**src/rtl/ber_sci_disp.sv**
```systemverilog
// Bit-error-rate formatter: turns a received-bit count R and an error count E into
// a truncated d1.d2..dN x 10^-EXP result, with BCD digits and 7-segment codes.
module ber_sci_disp #(
  parameter int BW_RECV = 58,
  parameter int BW_ERR  = 64,
  parameter int NMANT   = 3,
  parameter int EXP_MAX = 19
) (
  input  logic                 CLK,
  input  logic                 RST,
  input  logic                 START,
  input  logic [BW_RECV-1:0]   RECV_CNT,
  input  logic [BW_ERR-1:0]    ERR_CNT,
  output logic                 BUSY,
  output logic                 DONE,
  output logic [4*NMANT-1:0]   MANT_BCD,
  output logic [7:0]           EXP_BCD,
  output logic                 NO_DATA,
  output logic                 ZERO,
  output logic                 OVER,
  output logic                 UNDER,
  output logic [7*NMANT-1:0]   SEG_MANT,
  output logic [13:0]          SEG_EXP
);

  localparam int BW_Q = 4 * NMANT;
  localparam int BW_N = (BW_ERR > BW_RECV + BW_Q) ? BW_ERR : BW_RECV + BW_Q;
  localparam int BW_C = 5;
  localparam logic [BW_C-1:0] FRAC_LAST   = BW_C'((NMANT > 1) ? NMANT - 2 : 0);
  localparam logic [BW_C-1:0] QBIT_LAST   = BW_C'(BW_Q - 1);
  localparam logic [7:0]      EXP_MAX_BCD = {4'(EXP_MAX / 10), 4'(EXP_MAX % 10)};

  typedef enum logic [2:0] {
    S_IDLE  = 3'd0,
    S_CHECK = 3'd1,
    S_SCALE = 3'd2,
    S_FRAC  = 3'd3,
    S_DIV   = 3'd4,
    S_BCD   = 3'd5,
    S_DONE  = 3'd6
  } state_e;

  typedef enum logic [2:0] {
    K_NORMAL = 3'd0,
    K_NODATA = 3'd1,
    K_ZERO   = 3'd2,
    K_OVER   = 3'd3,
    K_UNDER  = 3'd4
  } kind_e;

  function automatic logic [6:0] seg7(input logic [3:0] d);
    logic [6:0] s;
    case (d)
      4'd0:    s = 7'h3F;
      4'd1:    s = 7'h06;
      4'd2:    s = 7'h5B;
      4'd3:    s = 7'h4F;
      4'd4:    s = 7'h66;
      4'd5:    s = 7'h6D;
      4'd6:    s = 7'h7D;
      4'd7:    s = 7'h07;
      4'd8:    s = 7'h7F;
      4'd9:    s = 7'h6F;
      default: s = 7'h00;
    endcase
    return s;
  endfunction

  function automatic logic [7:0] bcd_inc(input logic [7:0] v);
    logic [7:0] o;
    if (v[3:0] == 4'd9) begin
      o = {v[7:4] + 4'd1, 4'd0};
    end else begin
      o = {v[7:4], v[3:0] + 4'd1};
    end
    return o;
  endfunction

  // Double-dabble correction: every digit of 5 or more gets +3 before the shift.
  function automatic logic [BW_Q-1:0] dabble_adj(input logic [BW_Q-1:0] v);
    logic [BW_Q-1:0] o;
    o = v;
    for (int i = 0; i < NMANT; i++) begin
      if (v[4*i +: 4] >= 4'd5) begin
        o[4*i +: 4] = v[4*i +: 4] + 4'd3;
      end else begin
        o[4*i +: 4] = v[4*i +: 4];
      end
    end
    return o;
  endfunction

  state_e              state_q, state_d;
  kind_e               done_kind;
  logic [BW_RECV-1:0]  r_q, r_d;
  logic [BW_N-1:0]     n_q, n_d;
  logic [BW_N-1:0]     r_ext;
  logic [BW_N-1:0]     n_times10;
  logic [7:0]          k_q, k_d;
  logic [BW_C-1:0]     cnt_q, cnt_d;
  logic [BW_RECV-1:0]  rem_q, rem_d;
  logic [BW_Q-1:0]     qsh_q, qsh_d;
  logic [BW_Q-1:0]     bcd_q, bcd_d;
  logic [BW_RECV:0]    trial;
  logic [BW_RECV-1:0]  diff;
  logic                trial_ge;
  logic [BW_Q-1:0]     adj;

  logic [BW_Q-1:0]     mant_q, mant_d;
  logic [7:0]          exp_q, exp_d;
  logic                nodata_q, nodata_d;
  logic                zero_q, zero_d;
  logic                over_q, over_d;
  logic                under_q, under_d;
  logic [7*NMANT-1:0]  seg_mant_q, seg_mant_d;
  logic [13:0]         seg_exp_q, seg_exp_d;

  assign r_ext     = BW_N'(r_q);
  assign n_times10 = (n_q << 3) + (n_q << 1);
  assign trial     = {rem_q, qsh_q[BW_Q-1]};
  assign trial_ge  = (trial >= {1'b0, r_q});
  assign diff      = trial[BW_RECV-1:0] - r_q;
  assign adj       = dabble_adj(bcd_q);

  // State register; reset beats a coincident START.
  always_ff @(posedge CLK) begin
    if (RST) begin
      state_q <= S_IDLE;
    end else begin
      state_q <= state_d;
    end
  end

  // Next-state logic and classification of the result that DONE will carry.
  always_comb begin
    state_d   = state_q;
    done_kind = K_NORMAL;
    if (START) begin
      state_d = S_CHECK;
    end else begin
      case (state_q)
        S_IDLE: state_d = S_IDLE;
        S_CHECK: begin
          if (r_q == '0) begin
            state_d   = S_DONE;
            done_kind = K_NODATA;
          end else if (n_q == '0) begin
            state_d   = S_DONE;
            done_kind = K_ZERO;
          end else if (n_q > r_ext) begin
            state_d   = S_DONE;
            done_kind = K_OVER;
          end else begin
            state_d = S_SCALE;
          end
        end
        S_SCALE: begin
          if (n_q >= r_ext) begin
            state_d = (NMANT == 1) ? S_DIV : S_FRAC;
          end else if (k_q == EXP_MAX_BCD) begin
            state_d   = S_DONE;
            done_kind = K_UNDER;
          end else begin
            state_d = S_SCALE;
          end
        end
        S_FRAC: state_d = (cnt_q == FRAC_LAST) ? S_DIV : S_FRAC;
        S_DIV:  state_d = (cnt_q == QBIT_LAST) ? S_BCD : S_DIV;
        S_BCD:  state_d = (cnt_q == QBIT_LAST) ? S_DONE : S_BCD;
        S_DONE: state_d = S_IDLE;
        default: state_d = S_IDLE;
      endcase
    end
  end

  // Datapath: scaling by ten, restoring divide and BCD conversion.
  always_comb begin
    r_d   = r_q;
    n_d   = n_q;
    k_d   = k_q;
    rem_d = rem_q;
    qsh_d = qsh_q;
    bcd_d = bcd_q;
    if (START) begin
      r_d = RECV_CNT;
      n_d = BW_N'(ERR_CNT);
      k_d = 8'h00;
    end else begin
      case (state_q)
        S_SCALE: begin
          if ((n_q < r_ext) && (k_q != EXP_MAX_BCD)) begin
            n_d = n_times10;
            k_d = bcd_inc(k_q);
          end else begin
            n_d = n_q;
          end
        end
        S_FRAC: n_d = n_times10;
        S_DIV: begin
          if (trial_ge) begin
            rem_d = diff;
            qsh_d = (qsh_q << 1) | BW_Q'(1);
          end else begin
            rem_d = trial[BW_RECV-1:0];
            qsh_d = qsh_q << 1;
          end
        end
        S_BCD: begin
          bcd_d = (adj << 1) | BW_Q'(qsh_q[BW_Q-1]);
          qsh_d = qsh_q << 1;
        end
        default: n_d = n_q;
      endcase
    end
    // Quotient fits BW_Q bits, so everything above the low BW_Q bits of N is below R.
    if ((state_d == S_DIV) && (state_q != S_DIV)) begin
      rem_d = n_d[BW_Q +: BW_RECV];
      qsh_d = n_d[BW_Q-1:0];
    end else begin
      rem_d = rem_d;
    end
    if ((state_d == S_BCD) && (state_q != S_BCD)) begin
      bcd_d = '0;
    end else begin
      bcd_d = bcd_d;
    end
    cnt_d = (state_d != state_q) ? 5'd0 : cnt_q + 5'd1;
  end

  // Datapath registers.
  always_ff @(posedge CLK) begin
    if (RST) begin
      r_q   <= '0;
      n_q   <= '0;
      k_q   <= 8'h00;
      cnt_q <= 5'd0;
      rem_q <= '0;
      qsh_q <= '0;
      bcd_q <= '0;
    end else begin
      r_q   <= r_d;
      n_q   <= n_d;
      k_q   <= k_d;
      cnt_q <= cnt_d;
      rem_q <= rem_d;
      qsh_q <= qsh_d;
      bcd_q <= bcd_d;
    end
  end

  // Result values, loaded only on the edge that enters DONE.
  always_comb begin
    mant_d     = mant_q;
    exp_d      = exp_q;
    nodata_d   = nodata_q;
    zero_d     = zero_q;
    over_d     = over_q;
    under_d    = under_q;
    seg_mant_d = seg_mant_q;
    seg_exp_d  = seg_exp_q;
    if (state_d == S_DONE) begin
      mant_d   = '0;
      exp_d    = 8'h00;
      nodata_d = 1'b0;
      zero_d   = 1'b0;
      over_d   = 1'b0;
      under_d  = 1'b0;
      case (done_kind)
        K_NORMAL: begin
          mant_d = bcd_d;
          exp_d  = k_q;
        end
        K_NODATA: nodata_d = 1'b1;
        K_ZERO:   zero_d   = 1'b1;
        K_OVER:   over_d   = 1'b1;
        K_UNDER: begin
          under_d = 1'b1;
          exp_d   = EXP_MAX_BCD;
        end
        default: mant_d = '0;
      endcase
      for (int i = 0; i < NMANT; i++) begin
        seg_mant_d[7*i +: 7] = seg7(mant_d[4*i +: 4]);
      end
      seg_exp_d = {seg7(exp_d[7:4]), seg7(exp_d[3:0])};
      if (nodata_d) begin
        seg_mant_d = '0;
        seg_exp_d  = 14'h0000;
      end else if (over_d) begin
        seg_mant_d = {NMANT{7'h40}};
        seg_exp_d  = {2{7'h40}};
      end else if (under_d) begin
        seg_mant_d = {NMANT{7'h40}};
      end else begin
        seg_exp_d = seg_exp_d;
      end
    end else begin
      mant_d = mant_q;
    end
  end

  // Result registers.
  always_ff @(posedge CLK) begin
    if (RST) begin
      mant_q     <= '0;
      exp_q      <= 8'h00;
      nodata_q   <= 1'b0;
      zero_q     <= 1'b0;
      over_q     <= 1'b0;
      under_q    <= 1'b0;
      seg_mant_q <= '0;
      seg_exp_q  <= 14'h0000;
    end else begin
      mant_q     <= mant_d;
      exp_q      <= exp_d;
      nodata_q   <= nodata_d;
      zero_q     <= zero_d;
      over_q     <= over_d;
      under_q    <= under_d;
      seg_mant_q <= seg_mant_d;
      seg_exp_q  <= seg_exp_d;
    end
  end

  // Status outputs decoded from the state register.
  always_comb begin
    BUSY = (state_q != S_IDLE);
    DONE = (state_q == S_DONE);
  end

  assign MANT_BCD = mant_q;
  assign EXP_BCD  = exp_q;
  assign NO_DATA  = nodata_q;
  assign ZERO     = zero_q;
  assign OVER     = over_q;
  assign UNDER    = under_q;
  assign SEG_MANT = seg_mant_q;
  assign SEG_EXP  = seg_exp_q;

endmodule

```
**config.mk**
```make
export PLATFORM = sky130hd
export DESIGN_NAME = ber_sci_disp
export DESIGN_NICKNAME = d
export VERILOG_FILES = /design/src/rtl/ber_sci_disp.sv
export SDC_FILE = /design/constraint.sdc
export NUM_CORES = 1
export LEC_CHECK = 0
export CAP_MARGIN = 15
export CORE_MARGIN = 4
export CORE_UTILIZATION = 40
export DETAILED_ROUTE_END_ITERATION = 10
export GPL_ROUTABILITY_DRIVEN = 0
export PLACE_DENSITY = 0.63
export SYNTH_ARGS = -nofsm -noshare
export SYNTH_HDL_FRONTEND = slang
export SYNTH_SLANG_ARGS = --single-unit
```
**constraint.sdc**
```tcl
create_clock -name CLK -period 7.77 [get_ports CLK]
set_clock_uncertainty 0.15 [all_clocks]
set_input_delay 1.554 -clock CLK [delete_from_list [all_inputs] [get_ports CLK]]
set_output_delay 1.554 -clock CLK [all_outputs]
set_load 0.01 [all_outputs]
```
==> run metrics <==
most frequent cells in the layout=dfxtp_1, nand2_1, nor2_1, a21oi_1, ha_1; CP Class=register to register; setup TNS=0 ps; Die Ht=about 250 µm; IO Port Bufs=185; Sink Count=~290; Yosys warning total=0; #FFs+latches synth=around 290; Slew Limit Fails=0; CP Launch Type=register; remaining antenna violation count=0; pin count of the biggest net entering global routing=between 90 and 100; RSZ-0062 raised after global routing=no; EDFF count, synth=0; total wire length=about 86 mm; initial drt markers=between 2k and 3k; dpl cells=approximately 3.7k; Post-synth top flop=dfxtp_1; Die W=247 µm; Tcrit/Tclk final=between 70% and 80%; setup bufs post-CTS=0; Area after DPL=about 0.025 mm²; DR vias/cell=6.26; Final Cell Area=approximately 0.026 mm²; FP Rows=87; final layout net count=approximately 3.4k; initial core utilization=40.5%; Overflow after GRT=0; layout cells sized above 1=just under 5%; commonest non-fill, non-tap cell in the layout=dfxtp_1; DRC=0; io pins=approximately 190; clock buffer depth=3; critical path capture point type=register; CP required=around 8000 ps; fmax=175 MHz; TritonCTS buffer count=35; register area share after synthesis=24.9%; vias in the first global route=around 22k; status=completed; Total Routing Usage GR=between 20% and 30%; worst path bufs/invs=2; Root Buffer=clkbuf_16; Util after Layout=a little under half; area grow syn2layout=15.1%; Power Density=approximately 180 mW/mm²; Cell Area, Synth=approximately 0.023 mm²; Hold Crit Class=register to register; diode count=0; biggest area consumer among synthesized cells=dfxtp_1; final setup fails=0; CTS resizes=0; Cell Count, Final, Fillers Out=roughly 3.8k; Max Cap Violations=0; H-Tree Depth=2; cells after synthesis=roughly 2.9k; post-DP HPWL=~66 mm; crit path DAT=between 6000 and 7000 ps; Cell variety after synth=approximately 100; final hold viol count=0; crit-path cells=inv_1 -> ha_1 -> and3_4 -> nand3_1 -> nor3_1 -> o21ai_0 -> a311oi_1 -> o311ai_4 -> and4_1 -> buf_4 -> o21ai_2 -> nor2_1 -> ha_1 -> a21oi_1 -> nor2_1 -> or3_1 -> a211oi_2; Top delay family on crit path=compound AO/OA/AOI/OAI gates; Leakage=between 10 and 15 nW; Worst-path clk slew=approximately 60 ps; DR WL/cell=around 23 µm; Syn Nets=between 3k and 4k; initial antenna violation count=2; latest clock arrival within the worst-skew pair=about 570 ps; core box area=~0.056 mm²; total iterations of the first detailed-routing run=7; DIE AREA=between 0.06 and 0.07 mm²; max incr delay on CP=960 ps; Post-synth ARST share=0%; Rel. slew slack=about a quarter; Worst Tran Pin Value=1100 ps; Vias=between 20k and 25k; CTS tree=yes; first-pass GRT wire length=131 mm; largest cells by area after synthesis=dfxtp_1, ha_1, a21oi_1; Max IR drop VDD=0.123 mV; min cycle time layout=approximately 5700 ps; Yosys top cell area share=24.9%; CTS Hold Bufs=0; CP Max Fanout=22; Syn Area/Cell=7.79 µm²; slowest CP cell=a311oi_1
## path summary, 6_finish.rpt
check / start / slack [ps] / cells after the start / endpoint
max reg2reg: r_q[18] / 2060 / 17 / SEG_MANT[20]
min: SEG_EXP[2] / 300 / 2 / SEG_EXP[2]
max: r_q[18] / 2060 / 17 / SEG_MANT[20]
min reg2reg: SEG_EXP[2] / 300 / 2 / SEG_EXP[2]
## where the power goes
part           switching [mW]  internal, mW  total (mW)
registers              0.0904          1.52        1.61
logic                   0.777         0.517        1.29
clock network           0.695          1.06        1.76
total                    1.56          3.10        4.66
## sequential cells by signal, summed over array words and instances, names as in the netlist
signal	cells
EXP_BCD	8
MANT_BCD	12
NO_DATA	1
OVER	1
SEG_EXP	14
SEG_MANT	21
UNDER	1
ZERO	1
bcd_q	12
cnt_q	5
k_q	8
n_q	70
qsh_q	12
r_q	58
rem_q	58
state_q	3
## routing by layer
layer	up-vias	share of wire [%]	GRT usage [%]
met5	-	0	0
met4	0	3.6	9.01
met3	156	11	5.16
met2	1223	41	39.8
met1	11300	45	39.7
li1	11100	-	-
## cells in the mapped netlist (18+ instances only)
| cell type | number |
|---|---|
| a211oi_1 | 52 |
| a21o_1 | 83 |
| a21oi_1 | 251 |
| a221oi_1 | 22 |
| a22oi_1 | 25 |
| a31oi_1 | 38 |
| and2_1 | 43 |
| and3_1 | 52 |
| buf_2 | 23 |
| clkbuf_1 | 113 |
| dfxtp_1 | 285 |
| ha_1 | 214 |
| inv_1 | 128 |
| mux2_2 | 19 |
| mux2i_1 | 73 |
| nand2_1 | 268 |
| nand2b_1 | 28 |
| nand3_1 | 104 |
| nand4_1 | 43 |
| nor2_1 | 262 |
| nor2b_1 | 19 |
| nor3_1 | 49 |
| nor4_1 | 37 |
| o211ai_1 | 43 |
| o21a_1 | 35 |
| o21ai_0 | 147 |
| o21bai_1 | 20 |
| o2bb2ai_1 | 18 |
| or3_1 | 27 |
| xnor2_1 | 75 |
| xor2_1 | 31 |
## logic make-up (layout without fill, tap and decap cells)
| logic type | Yosys count | after routing | share of synthesized area (%) |
|---|---|---|---|
| mux | 98 | 98 | 4.42 |
| fa+ha+maj | 216 | 216 | 11.9 |
| simple gates | 988 | 988 | 20.8 |
| buf+inv | 296 | 397 | 5.38 |
| compound gates | 953 | 953 | 28.6 |
| xor+xnor | 106 | 106 | 4.05 |
| flops | 285 | 285 | 24.9 |
## stage by stage
| stage | power (mW) | hold slack [ps] | setup WS, ps |
|---|---|---|---|
| finish | 4.66 | 304 | 2060 |
| global route | 4.85 | 323 | 1950 |
| CTS | 4.64 | 302 | 2050 |
| detailed placement | 2.89 | 294 | 1890 |
| global placement | 2.87 | 298 | 2050 |
| floorplan | 2.51 | 284 | 3410 |
## tightest hold or removal path: stages (launching register included)
cell	delay, ps
dfxtp_1	310
nand2_1	50
a21oi_1	50
## layout make-up
type	instances	area, µm²
sequential	285	5710
tap	756	946
clock buffer	47	1030
multi-input combinational	2361	16000
fill	5564	30100
clock inverter	12	163
inverter	129	484
timing repair buffer	209	2030
No activity file was read; power rests on OpenSTA's default activity.
